--- src/rtl/moore_parity_window.sv ---
// Moore parity tracker: classifies fixed WINDOW-bit frames as even/odd with saturating counts.
// Optional parity expectation checking is enabled by defining PARITY_CHK_EN.
module moore_parity_window #(
    parameter int unsigned WINDOW = 8,
    parameter int unsigned CNT_W  = 8
) (
    input  logic                         clk,
    input  logic                         rst,
    input  logic                         start,
    input  logic                         in_valid,
    input  logic                         in,
    output logic                         fim_par,
    output logic                         fim_impar,
    output logic                         frame_done,
    output logic                         busy,
    output logic [$clog2(WINDOW+1)-1:0]  ones,
    output logic [CNT_W-1:0]             par_frames,
    output logic [CNT_W-1:0]             impar_frames
`ifdef PARITY_CHK_EN
   ,input  logic                         exp_odd,
    output logic                         par_err,
    output logic [CNT_W-1:0]             err_frames
`endif
);

    localparam int unsigned OW = $clog2(WINDOW + 1);

    typedef enum logic [2:0] {
        IDLE,
        EVEN,
        ODD,
        DONE_EVEN,
        DONE_ODD
    } state_t;

    state_t           state_q, state_d;
    logic [OW-1:0]    cnt_q, cnt_d;
    logic [OW-1:0]    ones_q, ones_d;
    logic [CNT_W-1:0] par_q, par_d;
    logic [CNT_W-1:0] impar_q, impar_d;
    logic             nxt_odd;
`ifdef PARITY_CHK_EN
    logic             exp_odd_q, exp_odd_d;
    logic [CNT_W-1:0] err_q, err_d;
`endif

    function automatic logic [CNT_W-1:0] sat_inc(input logic [CNT_W-1:0] v);
        return (v == '1) ? v : v + 1'b1;
    endfunction

    always_comb begin
        state_d = state_q;
        cnt_d   = cnt_q;
        ones_d  = ones_q;
        par_d   = par_q;
        impar_d = impar_q;
        nxt_odd = 1'b0;
`ifdef PARITY_CHK_EN
        exp_odd_d = exp_odd_q;
        err_d     = err_q;
`endif
        // start has priority in every state: restart, abort or back-to-back
        if (start) begin
            state_d = EVEN;
            cnt_d   = '0;
            ones_d  = '0;
`ifdef PARITY_CHK_EN
            exp_odd_d = exp_odd;
`endif
        end else begin
            case (state_q)
                IDLE: ;
                EVEN, ODD: begin
                    if (in_valid) begin
                        nxt_odd = (state_q == ODD) ^ in;
                        ones_d  = ones_q + OW'(in);
                        if (cnt_q == OW'(WINDOW - 1)) begin
                            cnt_d   = '0;
                            state_d = nxt_odd ? DONE_ODD : DONE_EVEN;
                            if (nxt_odd) impar_d = sat_inc(impar_q);
                            else         par_d   = sat_inc(par_q);
`ifdef PARITY_CHK_EN
                            if (nxt_odd != exp_odd_q) err_d = sat_inc(err_q);
`endif
                        end else begin
                            cnt_d   = cnt_q + 1'b1;
                            state_d = nxt_odd ? ODD : EVEN;
                        end
                    end
                end
                DONE_EVEN, DONE_ODD: state_d = IDLE;
                default: state_d = IDLE;
            endcase
        end
    end

    always_ff @(posedge clk or negedge rst) begin
        if (!rst) begin
            state_q <= IDLE;
            cnt_q   <= '0;
            ones_q  <= '0;
            par_q   <= '0;
            impar_q <= '0;
`ifdef PARITY_CHK_EN
            exp_odd_q <= 1'b0;
            err_q     <= '0;
`endif
        end else begin
            state_q <= state_d;
            cnt_q   <= cnt_d;
            ones_q  <= ones_d;
            par_q   <= par_d;
            impar_q <= impar_d;
`ifdef PARITY_CHK_EN
            exp_odd_q <= exp_odd_d;
            err_q     <= err_d;
`endif
        end
    end

    assign fim_par      = (state_q == DONE_EVEN);
    assign fim_impar    = (state_q == DONE_ODD);
    assign frame_done   = fim_par | fim_impar;
    assign busy         = (state_q == EVEN) || (state_q == ODD);
    assign ones         = ones_q;
    assign par_frames   = par_q;
    assign impar_frames = impar_q;
`ifdef PARITY_CHK_EN
    assign par_err      = (fim_par & exp_odd_q) | (fim_impar & ~exp_odd_q);
    assign err_frames   = err_q;
`endif

endmodule

--- config.mk ---
export PLATFORM = sky130hd
export DESIGN_NAME = moore_parity_window
export DESIGN_NICKNAME = d
export VERILOG_FILES = /design/src/rtl/moore_parity_window.sv
export SDC_FILE = /design/constraint.sdc
export NUM_CORES = 1
export LEC_CHECK = 0
export BUFFER_PORTS_ARGS = -buffer_cell sky130_fd_sc_hd__buf_2
export CELL_PAD_IN_SITES_DETAIL_PLACEMENT = 1
export CELL_PAD_IN_SITES_GLOBAL_PLACEMENT = 1
export CORE_UTILIZATION = 43
export CTS_BUF_LIST = sky130_fd_sc_hd__clkbuf_8
export CTS_CLUSTER_SIZE = 16
export DETAILED_ROUTE_END_ITERATION = 10
export PLACE_DENSITY = 0.79
export SYNTH_ARGS = -nofsm -noshare
export SYNTH_HDL_FRONTEND = slang
export SYNTH_SLANG_ARGS = --single-unit
--- constraint.sdc ---
create_clock -name clk -period 3.1 [get_ports clk]
set_clock_uncertainty 0.2 [all_clocks]
set_input_delay 0.155 -clock clk [delete_from_list [all_inputs] [get_ports clk]]
set_output_delay 0.155 -clock clk [all_outputs]
set_load 0.02 [all_outputs]
# After elaboration in Yosys (flattened, before gate mapping)
# Cells that the tools add are included.
word_totals:
  ff_bits: 27
  out_inout_bits: 24
op_classes:
  add_sub_neg: 4
  eq_ne: 9
  n_mux: 13
  n_bitwise: 6
  reduce_logical: 9
ops:
  columns: ["op", "n"]
  rows:
  - ["4-bit 2-to-1 mux", 7]
  - ["8-bit by 1-bit adder with 8-bit output, second input constant", 2]
  - ["8-bit equality test, second input constant", 2]
  - ["3-bit 2-to-1 mux", 4]
  - ["6-bit AND reduction", 2]
  - ["3-bit by 2-bit equality test with 1-bit output, second input constant", 2]
  - ["3-bit one-hot mux with 2 select lines", 1]
  - ["4-bit by 1-bit adder with 4-bit output", 1]
  - ["4-bit by 1-bit adder with 4-bit output, second input constant", 1]
  - ["4-bit by 3-bit equality test with 1-bit output, second input constant", 1]
  - ["1-bit NOT", 4]
  - ["2-bit AND reduction", 2]
  - ["2-bit nonzero test", 2]
  - ["3-bit by 1-bit equality test with 1-bit output, second input constant", 1]
  - ["3-bit equality test, second input constant", 1]
  - ["3-bit logical NOT", 1]
  - ["3-bit inequality test, second input constant", 1]
  - ["2-bit 2-to-1 mux", 1]
  - ["2-bit inequality test, second input constant", 1]
  - ["2-bit OR reduction", 1]
  - ["1-bit logical OR", 1]
  - ["1-bit bitwise OR", 1]
  - ["1-bit XOR", 1]

# Logic depth before layout (Yosys ltp)
logic_depth:
  word_depth: 7
  ltp_mapped: 7
  mapped_depth_nobuf: 6

# Worst setup path after synthesis
# OpenSTA, ideal clock, no wires.
synth_path:
  path_type: "reg2reg"
  startpoint: "reg state_q[0]"
  endpoint: "reg par_q[7] (netlist: par_frames[7])"
  arrival_ns: 2.002
  required_time_ns: 2.820
  path_slack_ns: 0.818
  stages_incl_launch_ff: 7
  path_buffers: 1
  period_less_slack_ns: 2.282
  cell_sequence: "dfrtp_1 > xnor2_1 > or4_4 > or3b_1 > buf_2 > nor4_4 > xor2_1"
synth_via:
  elab_chain_cells: 4
  elab_cells_between_ends: 6
  cone_classes: "eq/ne: 2; bitwise: 2; reduce/logical: 2"
synth_lines:
  columns: ["item", "line_no", "rtl"]
  rows:
  - ["start, declared", "36", "state_t state_q, state_d;"]
  - ["start signal, assigned", "109", "state_q <= state_d;"]
  - ["3-bit by 2-bit equality test with 1-bit output", "71, 75", null]
  - ["1-bit XOR", "75", "nxt_odd = (state_q == ODD) ^ in;"]
  - ["1-bit NOT (no line)", null, null]
  - ["6-bit AND reduction (no line) (*)", null, null]
  - ["end signal, assigned", "112", "par_q <= par_d;"]
  - ["end, declared", "39", "logic [CNT_W-1:0] par_q, par_d;"]
# Every way passes the cells marked *; elsewhere a longest branch is shown, timed or not.
# A chain may end at the register's enable or synchronous reset.

# Final worst setup path
# Ends and elaborated chain as after synthesis.

==> metrics <==
outcome finished with violations; failing checks design-rule violations; DIE WIDTH 57.7 um; non-filler cells, final 184; Core Area 2850 sq um; post-route minimum period 2470 ps; combinational share of power 11.5%; Clock Sinks 27; Cell Chain, Critical Path xnor2_1 -> or4_4 -> or3b_1 -> nor4_4 -> xor2_1; Worst Hold Launch in_valid; number of synthesized flops with an enable pin 0; worst skew pair latency 270 ps; Port Buffers 28; fin worst setup slack 632 ps; top cell type's share of synthesized area 50.7%; clock network fraction of design power 30.2%; pre-CTS setup slack 648 ps; clock-pin slew on the worst setup and hold paths 90 ps; Post-DRT Antenna Nets 0; Slew headroom 53.2%; unrepaired setup endpoints after global routing false; I/O pin total 29; largest net degree at the start of global routing 28; drt via density 5.17; 1st-pass router iterations 6; commonest non-fill, non-tap cells in the layout buf_2 (28), dfrtp_1 (27), nor2_1 (15), nand2_1 (12), xor2_1 (10); initial DRC count 21; GR Overflow Total 0; Mean Syn Cell Area 11.0 sq um; worst slew pin tran 700 ps; largest area contributor in the netlist dfrtp_1; Synth Instances 121; final count of negative-setup-slack endpoints 0; Core Rows 19; slowest stage delay, CP 560 ps; sw power 0.164 mW; layout cells sized above 1 24.8%; Yosys Warn Count 0; Min-Delay Path Depth 4; Placed Cells 178; CP Class reg2reg; slowest library cell on the worst path or4_4; crit path capture type flop; Tcrit/Tclk final 79.6%; #FFs+latches synth 27; r2r startpoint state_q[0]$_DFFE_PN0P_; Syn-to-layout area delta 17.6%; PnR Total Power 0.644 mW; RePlAce Congestion 0.693; initial antenna violation count 0; Reg2Reg Setup Slack 630 ps; first-pass GRT wire length 4420 um; Post-synth top flop dfrtp_1; leak pwr 0.841 nW; maximum VDD drop 241 uV; nets 164; sequential share of the synthesized area 50.7%; ANT cells 0; Hold WC Path Type in2reg; final WL 2600 um; Max Freq 405 MHz; Setup TNS 0 ps; vias 952; maxcap violations 0; gr usage total 17.5%; fin. max-slew vios 0; register area 676 sq um; wire per inst 14.1 um; # DRC 1; area of the multi-input gates 642 sq um; Die Footprint 3330 sq um; WP data required 3100 ps; Sw Ratio 25.5%; Post-synth ARST share 100%; Final Hold Vio Count 0; post-CTS setup buffers 0; Worst Hold Endpoint state_q[0]$_DFFE_PN0P_; number of global-route vias before repair 952; DIE HEIGHT 57.7 um; Mapped Area 1330 sq um; Internal 0.480 mW; Clock Tree Buf Depth 2; H-tree levels 1; Unique masters post-synth 27; Worst Reg-to-Reg Cells 5; most common cell after layout, fill and taps aside buf_2; critical path arrival 2470 ps; Seq pwr share 58.3%; critical-path maximum fanout 8; CTS Buf Count 3; Synth area leaders dfrtp_1 (51%), xor2_1 (6.6%), xnor2_1 (5.9%); Worst R2R End par_frames[7]$_DFFE_PN0P_; Net Count, Synth 131; fill count 335; DP Wirelength 1930 um; TritonCTS clock tree yes; power per cell area 410 nW/um^2; Root Buffer clkbuf_8; origin of the worst setup path state_q[0]$_DFFE_PN0P_; Worst setup SP type flop; Initial Util 46.8%
## timing repair
action,in CTS,in global routing
hold buffers,2,0
hold endpoints to repair,36,0
resized for setup,0,0
## through the flow
stage / utilization [%] / hold slack [ps] / instance area (sq um)
final: 55.0 / 98.9 / 1570
after global routing: 55.0 / 139 / 1570
after CTS: 55.0 / 89.3 / 1570
after detailed placement: 52.7 / 2.45 / 1500
after global placement: 52.7 / -6.17 / 1500
after floorplan: - / -341 / 1330
## state kept, by name, indices dropped and copies added (netlist names)
register,cells
impar_frames,8
state_q,3
cnt_q,4
ones,4
par_frames,8
## Yosys cell counts (2+ instances only)
library cell	instances
nor3_1	4
xor2_1	10
xnor2_1	9
inv_1	2
nand2b_1	2
nor2_1	15
ha_1	5
dfrtp_1	27
nor3b_1	2
nand4_1	5
nor2b_1	4
nand3_1	2
nand2_1	12
and3_1	2
mux2i_1	6
mux2_2	3
## layer usage
| layer | vias to the layer above | global-route usage (%) | part of all wire, % |
|---|---|---|---|
| met4 | 0 | 8.16 | 2.0 |
| met1 | 456 | 23.6 | 46 |
| li1 | 473 | - | - |
| met5 | - | 0 | 0 |
| met2 | 18 | 28.6 | 49 |
| met3 | 5 | 2.01 | 2.6 |
## worst max-delay path: cells and delay by family (launching register included)
| kind | cells | cell delay, ps |
|---|---|---|
| xor gates and xnor gates | 2 | 360 |
| and+or+nand+nor | 3 | 1400 |
| DFF | 1 | 440 |
## kinds of logic after synthesis
group | share of synthesized area [%]
adder cells (fa/ha/maj) | 4.69
flip-flops | 50.7
AND/OR/NAND/NOR | 21.9
buffers and inverters | 1.22
XOR/XNOR | 12.5
multiplexers | 7.04
AO/OA/AOI/OAI | 2.06
## power by group through the flow
stage | clock network, mW | logic [mW] | registers, mW
finish | 0.194 | 0.0740 | 0.376
CTS | 0.206 | 0.0738 | 0.376
global placement | 0 | 0.0688 | 0.381
detailed placement | 0 | 0.0716 | 0.383
global route | 0.210 | 0.0815 | 0.377
floorplan | 0 | 0.0368 | 0.388
## worst max-delay path by stage
stage | end | slack [ps] | cells past startpoint
5_1_grt | par_frames[7]$_DFFE_PN0P_ | 520 | 5
3_3_place_gp | par_frames[7]$_DFFE_PN0P_ | 720 | 5
6_report | par_frames[7]$_DFFE_PN0P_ | 630 | 5
2_1_floorplan | par_frames[7]$_DFFE_PN0P_ | 820 | 6
3_5_place_dp | par_frames[7]$_DFFE_PN0P_ | 650 | 5
4_1_cts | par_frames[7]$_DFFE_PN0P_ | 620 | 5
## cell type report
class                   count  share of cell area, %
flip-flops and latches     27                   43.1
multi-input cells          90                   40.9
repair buffers             30                   10.2
clock buffers               3                   2.63
well taps                  31                   2.47
inverters                   2                  0.478
clock inverters             1                  0.239
Power figures use the tool's default switching activity.
